**src/rtl/sar_search_controller.sv**
```systemverilog
// Successive-approximation search engine driving the B operand of an external
// combinational comparator. It recovers the unknown A operand one bit at a time,
// starting from the MSB, using the comparator's less/equal/greater verdicts.
//
// Ports:
//   clk, rst_n        clock and asynchronous active-low reset
//   start             request a new search (accepted only while busy=0)
//   less/equal/greater comparator verdicts for the current guess
//   guess             trial value presented to comparator B
//   busy              search in progress
//   done              one-cycle pulse at the end of a search (normal or error)
//   found             equal was observed during the last search
//   error             an illegal verdict combination aborted the last search
//   result            recovered A value, held until the next search completes
//   steps             number of trials consumed by the last search
module sar_search_controller #(
    parameter int unsigned WIDTH         = 4,
    parameter int unsigned SETTLE_CYCLES = 1
) (
    input  logic                             clk,
    input  logic                             rst_n,
    input  logic                             start,
    input  logic                             less,
    input  logic                             equal,
    input  logic                             greater,
    output logic [WIDTH-1:0]                 guess,
    output logic                             busy,
    output logic                             done,
    output logic                             found,
    output logic                             error,
    output logic [WIDTH-1:0]                 result,
    output logic [$clog2(WIDTH+1)-1:0]       steps
);

    localparam int unsigned STEPS_W = $clog2(WIDTH + 1);
    localparam int unsigned IDX_W   = (WIDTH > 1) ? $clog2(WIDTH) : 1;
    localparam int unsigned CNT_W   = 4;

    typedef enum logic [1:0] {
        ST_IDLE  = 2'd0,
        ST_PROBE = 2'd1,
        ST_DONE  = 2'd2
    } state_t;

    state_t               r_state;
    state_t               w_state_next;

    logic [WIDTH-1:0]     r_guess;
    logic [WIDTH-1:0]     r_result;
    logic [STEPS_W-1:0]   r_steps;
    logic [IDX_W-1:0]     r_idx;
    logic [CNT_W-1:0]     r_cnt;
    logic                 r_found;
    logic                 r_error;

    logic                 w_start_ok;
    logic                 w_sample;
    logic                 w_legal;
    logic                 w_last_bit;
    logic [WIDTH-1:0]     w_mask;
    logic [WIDTH-1:0]     w_trial;
    logic [WIDTH-1:0]     w_next_probe;
    logic                 w_busy;
    logic                 w_done;

    // Search control decodes
    always_comb begin
        w_start_ok   = start && (r_state != ST_PROBE);
        w_sample     = (r_state == ST_PROBE) && (r_cnt == '0);
        w_legal      = $onehot({less, equal, greater});
        w_last_bit   = (r_idx == '0);
        w_mask       = WIDTH'(1) << r_idx;
        // Current bit decided by the verdict, then the next lower bit set as the new trial
        w_trial      = greater ? (r_guess | w_mask) : (r_guess & ~w_mask);
        w_next_probe = w_trial | (w_mask >> 1);
    end

    // State register
    always_ff @(posedge clk or negedge rst_n) begin
        if (!rst_n) begin
            r_state <= ST_IDLE;
        end else begin
            r_state <= w_state_next;
        end
    end

    // Next-state logic
    always_comb begin
        w_state_next = r_state;
        case (r_state)
            ST_IDLE: begin
                if (w_start_ok) w_state_next = ST_PROBE;
            end
            ST_PROBE: begin
                if (w_sample && (!w_legal || equal || w_last_bit)) w_state_next = ST_DONE;
            end
            ST_DONE: begin
                w_state_next = w_start_ok ? ST_PROBE : ST_IDLE;
            end
            default: w_state_next = ST_IDLE;
        endcase
    end

    // State-decoded outputs
    always_comb begin
        w_busy = 1'b0;
        w_done = 1'b0;
        case (r_state)
            ST_PROBE: w_busy = 1'b1;
            ST_DONE:  w_done = 1'b1;
            default:  ;
        endcase
    end

    // Trial datapath: guess, bit index, settle counter and result bookkeeping
    always_ff @(posedge clk or negedge rst_n) begin
        if (!rst_n) begin
            r_guess  <= '0;
            r_result <= '0;
            r_steps  <= '0;
            r_idx    <= '0;
            r_cnt    <= '0;
            r_found  <= 1'b0;
            r_error  <= 1'b0;
        end else if (w_start_ok) begin
            r_guess  <= WIDTH'(1) << (WIDTH - 1);
            r_idx    <= IDX_W'(WIDTH - 1);
            r_cnt    <= CNT_W'(SETTLE_CYCLES - 1);
            r_steps  <= '0;
            r_found  <= 1'b0;
            r_error  <= 1'b0;
        end else if (w_sample) begin
            r_steps <= r_steps + STEPS_W'(1);
            if (!w_legal) begin
                r_error  <= 1'b1;
                r_found  <= 1'b0;
                r_result <= '0;
            end else if (equal) begin
                r_result <= r_guess;
                r_found  <= 1'b1;
            end else if (w_last_bit) begin
                r_guess  <= w_trial;
                r_result <= w_trial;
                r_found  <= 1'b0;
            end else begin
                r_guess <= w_next_probe;
                r_idx   <= r_idx - IDX_W'(1);
                r_cnt   <= CNT_W'(SETTLE_CYCLES - 1);
            end
        end else if (r_state == ST_PROBE) begin
            r_cnt <= r_cnt - CNT_W'(1);
        end
    end

    assign guess  = r_guess;
    assign result = r_result;
    assign steps  = r_steps;
    assign found  = r_found;
    assign error  = r_error;
    assign busy   = w_busy;
    assign done   = w_done;

endmodule

```
**config.mk**
```make
export PLATFORM = sky130hd
export DESIGN_NAME = sar_search_controller
export DESIGN_NICKNAME = d
export VERILOG_FILES = /design/src/rtl/sar_search_controller.sv
export SDC_FILE = /design/constraint.sdc
export NUM_CORES = 1
export LEC_CHECK = 0
export CAP_MARGIN = 20
export CORE_UTILIZATION = 30
export CTS_BUF_LIST = sky130_fd_sc_hd__clkbuf_8
export DETAILED_ROUTE_END_ITERATION = 7
export GPL_TIMING_DRIVEN = 0
export PLACE_DENSITY = 0.49
export SLEW_MARGIN = 25
export SYNTH_ARGS = -nofsm -noshare
export SYNTH_HDL_FRONTEND = slang
export SYNTH_SLANG_ARGS = --single-unit
```
**constraint.sdc**
```tcl
create_clock -name clk -period 3.9 [get_ports clk]
set_input_delay 0.39 -clock clk [delete_from_list [all_inputs] [get_ports clk]]
set_output_delay 0.39 -clock clk [all_outputs]
set_load 0.03 [all_outputs]
```
-- Yosys cells after proc, flatten, opt, wreduce, memory -nomap -nowiden
Cells that the tools add are included.
- bits in registers: 21
- input port bits: 6
- output and inout port bits: 15
- add/sub/neg operators: 5
- equality and inequality tests: 14
- shift-type cells: 1
- muxes and demuxes: 36
- bitwise operators: 5
- reductions and logical operators: 19
- operator list (kind ; number):
    4-bit 2-to-1 mux ; 15
    2-bit 2-to-1 mux ; 7
    1-bit 2-to-1 mux ; 11
    4-bit AND reduction ; 2
    3-bit 2-to-1 mux ; 2
    2-bit by 1-bit != test with 1-bit output, second input constant ; 3
    2-bit != test, second input constant ; 3
    3-bit by 2-bit != test with 1-bit output, second input constant ; 2
    3-bit != test, second input constant ; 2
    2-bit one-hot mux with 3 select lines ; 1
    2-bit AND reduction ; 3
    3-bit AND reduction ; 2
    4-bit bitwise AND ; 1
    2-bit by 1-bit equality test with 1-bit output, second input constant ; 2
    2-bit zero test ; 2
    4-bit zero test ; 1
    4-bit by 3-bit != test with 1-bit output, second input constant ; 1
    4-bit NOT ; 1
    4-bit by 3-bit OR with 4-bit output ; 1
    4-bit OR ; 1
    2-bit nonzero test ; 2
    1-bit by 2-bit << shifter with 4-bit output, first input constant ; 1
    4-bit by 1-bit subtractor with 4-bit output, second input constant ; 1
    3-bit by 1-bit adder with 3-bit output, second input constant ; 1
    9 further kinds ; 12

-- Longest topological paths before layout
- depth after elaboration: 10
- gate-level depth with buffers: 8

-- Worst setup path before layout
No wires, ideal clock.
- path kind: input to register
- start point: in equal
- end point: reg r_idx[0]
- arrival: 2011 ps
- required time: 3821 ps
- path slack: 1810 ps
- cell stages on the path: 6
- cell sequence: inv_1 fa_1 nand4bb_1 or4_4 nor2_2 mux2i_1
- cells in the longest elaborated chain, start to end: 5
- elaborated cells on any way between the ends: 6
- classes of those cells: add/sub: 2; eq/ne: 2; reduce/logical: 2
- ends and longest elaborated chain (item ; line ; text):
    start, declared ; 24 ; input logic equal,
    1-bit by 1-bit adder with 2-bit output (not written as such) ; 70 ; w_legal = $onehot({less, equal, greater});
    2-bit by 1-bit adder with 2-bit output (not written as such) ; 70 ;
    2-bit by 1-bit equality test with 1-bit output ; 70 ;
    2-bit nonzero test (no source line) ; -- ;
    4-bit AND reduction (no source line) * ; -- ;
    end signal, assigned ; 127 ; r_idx <= IDX_W'(WIDTH - 1);
    end signal, assigned ; 147 ; r_idx <= r_idx - IDX_W'(1);
    end, declared ; 51 ; logic [IDX_W-1:0] r_idx;
Every way passes the cells marked *; elsewhere a longest branch is shown, timed or not.
A chain may end at the register's enable or synchronous reset.

-- Final worst setup path
Ends and elaborated chain as after synthesis.

==> summary.txt <==
Synthesis
  • Number of distinct library cell variants in the gate-level netlist after synthesis: 39
  • Count of flip-flops with a built-in enable after synthesis: 0
  • Dominant cells by area after synthesis: sky130_fd_sc_hd__dfrtp_1 44%, sky130_fd_sc_hd__ha_1 7.4%, sky130_fd_sc_hd__nand2b_1 3.7%
  • Gate count after technology mapping: 118
  • Library cell occupying the most area in the post-synthesis netlist: sky130_fd_sc_hd__dfrtp_1
  • Register area share after synthesis: 0.4416
  • Post-Synthesis Cell Area: 1190 um2
  • Flip-flop and latch count after synthesis: 21
  • Post-synth top area share: 0.4416
  • FFs w/ async S/R, synth: 1.000
  • Top post-synthesis cells by count: 21 x sky130_fd_sc_hd__dfrtp_1, 10 x sky130_fd_sc_hd__nand2_1, 9 x sky130_fd_sc_hd__inv_1, 9 x sky130_fd_sc_hd__nor2_1
  • Most used flip-flop cell after synthesis: sky130_fd_sc_hd__dfrtp_1
  • Syn avg cell area: 10.08 um2
  • Most repeated cell in the gate-level netlist after synthesis: sky130_fd_sc_hd__dfrtp_1
  • Synth warn: 0
  • Synth Net Count: 132

Final layout
  • Diodes inserted: 0
  • Final instance area: 1494 um2
  • Layout cells sized above 1: 0.1197
  • Fillcell total: 395
  • Number of nets in the layout: 157
  • P&R area growth vs syn: 25.55%

Route
  • Count of nets left with antenna violations after detail routing: 0
  • Total wire length: 2523 um
  • DRC marker count from the first detailed-route iteration: 59
  • Final routed wire length divided by cell count: 13.28 um
  • Remaining design rule violation count: 0
  • Count of TritonRoute iterations in the first routing pass: 4
  • Vias per cell: 4.968
  • Total via count in the routed design: 944

Global route
  • Pin count of the biggest net entering global routing: 22
  • Vias in the first global route: 950
  • Antenna violations before repair: 0
  • Global-route wire length before repair: 4519 um
  • All-layer global routing usage: 0.1412
  • Remaining global-route overflow: 0

Clocking
  • Clk root buf: sky130_fd_sc_hd__clkbuf_8
  • Total clock buffers created by CTS: 3
  • H-tree levels: 1
  • Total number of clock tree sinks: 21
  • CTS clock-pin slew for the worst setup and hold paths: 0.08 ns
  • Clock insertion delay at the later pin of the skew report: 0.26 ns
  • Post-cts gate resize count: 0
  • Number of buffers on the longest clock path: 2
  • Buffers inserted during post-CTS setup optimization: 0
  • TritonCTS clock tree: done
  • Number of buffers inserted for hold repair after clock tree synthesis: 0

Timing
  • Maximum clock rate: 360.7 MHz
  • Final Hold Viols: 0
  • Final Setup Violations: 0
  • Share of the clock period used by the worst path after layout: 0.7108
  • Skew final: 0.006803 ns
  • Number of pins exceeding their max-slew limit in the final report: 0
  • Worst slew slack as a fraction of its limit: 0.6786
  • Final Critical Period: 2.772 ns
  • Worst slew pin tran: 0.4821 ns
  • RSZ-0062 raised after global routing: false
  • Sum of negative setup slack: 0 ns

Critical path
  • Beginning of the worst register-to-register path: r_idx[0]
  • Category of the most critical setup path: input port to register
  • Arrival time of the worst setup path: 2.96 ns
  • Reg-to-reg slack, setup: 1.98 ns
  • Worst Path Max Fanout: 8
  • Category of the worst setup path launch point: input port
  • Worst Reg2Reg Path Length in Cells: 7
  • Slowest CP cell: sky130_fd_sc_hd__clkdlybuf4s50_1
  • Cell family contributing the most delay on the critical path: simple AND/OR/NAND/NOR gates
  • Buffers and inverters on the worst path: 2
  • Data required time at the worst endpoint: 4.09 ns
  • Series of cell instances along the critical path: clkdlybuf4s50_1, inv_1, fa_1, nand4bb_1, or4_4, nor2_2, mux2i_1
  • Reg-to-reg critical path endpoint: r_cnt[1]
  • Kind of end point of the critical path: register
  • Biggest cell delay along the critical path: 0.68 ns

Floorplanning
  • Vert. Die Dim: 64.98 um
  • Initial core utilization: 0.3178
  • I/O pin total: 21
  • Die Outline Area: 4222 um2
  • Standard-cell row count: 22
  • Die extent in x: 64.98 um
  • Core area: 3744 um2

Outcome
  • Status: finished clean

Pwr
  • Largest vdd supply drop: 0.2066 mV
  • Post-layout power: 0.8285 mW
  • Static leakage: 0.6407 nW
  • Power per Cell Area: 554.6 nW/um2

Placed design
  • Dpl cell area: 1450 um2
  • Placer's final routability congestion estimate: 0.8211
  • Count of port buffers added during placement: 20
  • Half-perimeter wire length after detailed placement: 1897 um

Worst hold path
  • Path type of the worst min-delay path: input port to asynchronous set/reset pin

Flow run
  • Max Cap Viol: 0
==> per-stage QoR <==
| stage | worst slack (ns) | instances | hold slack [ns] | util |
|---|---|---|---|---|
| final | 1.128 | 190 | 0.07323 | 0.3991 |
| after global routing | 0.9700 | 190 | 0.1040 | 0.3991 |
| after CTS | 1.119 | 190 | 0.4908 | 0.4004 |
| after detailed placement | 0.8535 | 186 | 0.4747 | 0.3874 |
| after global placement | 0.8540 | 186 | 0.4655 | 0.3874 |
| after floorplan | 1.810 | 118 | 0.09441 | - |
==> worst max-delay path by stage <==
stage | from | to | cells after the start
5_1_grt | equal | r_idx[0] | 7
2_1_floorplan | equal | r_idx[0] | 6
3_5_place_dp | equal | r_idx[1] | 7
4_1_cts | equal | r_idx[0] | 7
3_3_place_gp | equal | r_idx[0] | 7
6_report | equal | r_idx[0] | 7
==> area by class of cell <==
type / instances / area [um2] / share of cell area
clock buffer: 3 / 41.29 / 0.02764
inverter: 10 / 38.79 / 0.02596
sequential: 21 / 525.5 / 0.3518
tap: 48 / 60.06 / 0.04020
timing repair buffer: 20 / 195.2 / 0.1307
buffer: 2 / 8.758 / 0.005863
clock inverter: 1 / 7.507 / 0.005025
multi-input combinational: 85 / 616.8 / 0.4129
==> worst register-to-register path: stages, from the launching register on <==
cell                       delay, ns
sky130_fd_sc_hd__dfrtp_1        0.42
sky130_fd_sc_hd__inv_1          0.08
sky130_fd_sc_hd__ha_1           0.19
sky130_fd_sc_hd__clkbuf_1       0.21
sky130_fd_sc_hd__o31ai_2        0.48
sky130_fd_sc_hd__clkinv_2       0.17
sky130_fd_sc_hd__nor2_2         0.14
sky130_fd_sc_hd__o32ai_1        0.10
==> sequential cells by signal, summed over array words and instances, names as in the netlist <==
signal and flops:
steps 3, r_cnt 4, found 1, guess 4, error 1, r_idx 2
r_state 2, result 4
==> layer usage <==
metal  track usage  vias to the layer above  routed length (um)
li1              -                      462                   -
met1        0.1823                      459                1211
met2        0.2370                       19                1198
met3       0.02113                        4                  84
met4       0.05000                        0                  29
met5             0                        -                   0
==> cells by family after synthesis <==
kind of cell | count (synthesis) | share of synthesized area
XOR/XNOR | 1 | 0.007362
buffers and inverters | 12 | 0.03994
multiplexers | 3 | 0.02524
AND/OR/NAND/NOR | 43 | 0.2198
flip-flops | 21 | 0.4416
adder cells (fa/ha/maj) | 8 | 0.09043
AO/OA/AOI/OAI | 30 | 0.1756
==> cells in the final DEF, fill, tap and decap left out, types with 4 or more instances in the layout <==
cell,netlist,layout
sky130_fd_sc_hd__a21oi_1,4,4
sky130_fd_sc_hd__a31oi_1,4,4
sky130_fd_sc_hd__nor2_1,9,9
sky130_fd_sc_hd__inv_1,9,9
sky130_fd_sc_hd__ha_1,7,7
sky130_fd_sc_hd__nor3_1,4,4
sky130_fd_sc_hd__nand2b_1,7,7
sky130_fd_sc_hd__nand2_1,10,10
sky130_fd_sc_hd__o21ai_0,5,5
sky130_fd_sc_hd__dfrtp_1,21,21
sky130_fd_sc_hd__clkdlybuf4s50_1,0,19
==> report_power, final <==
| part | total (mW) | switching (mW) | internal (mW) |
|---|---|---|---|
| clock network | 0.147 | 0.0753 | 0.0722 |
| registers | 0.294 | 0.0332 | 0.261 |
| logic | 0.387 | 0.233 | 0.155 |
| total | 0.829 | 0.341 | 0.487 |
No activity file was read; power rests on OpenSTA's default activity.
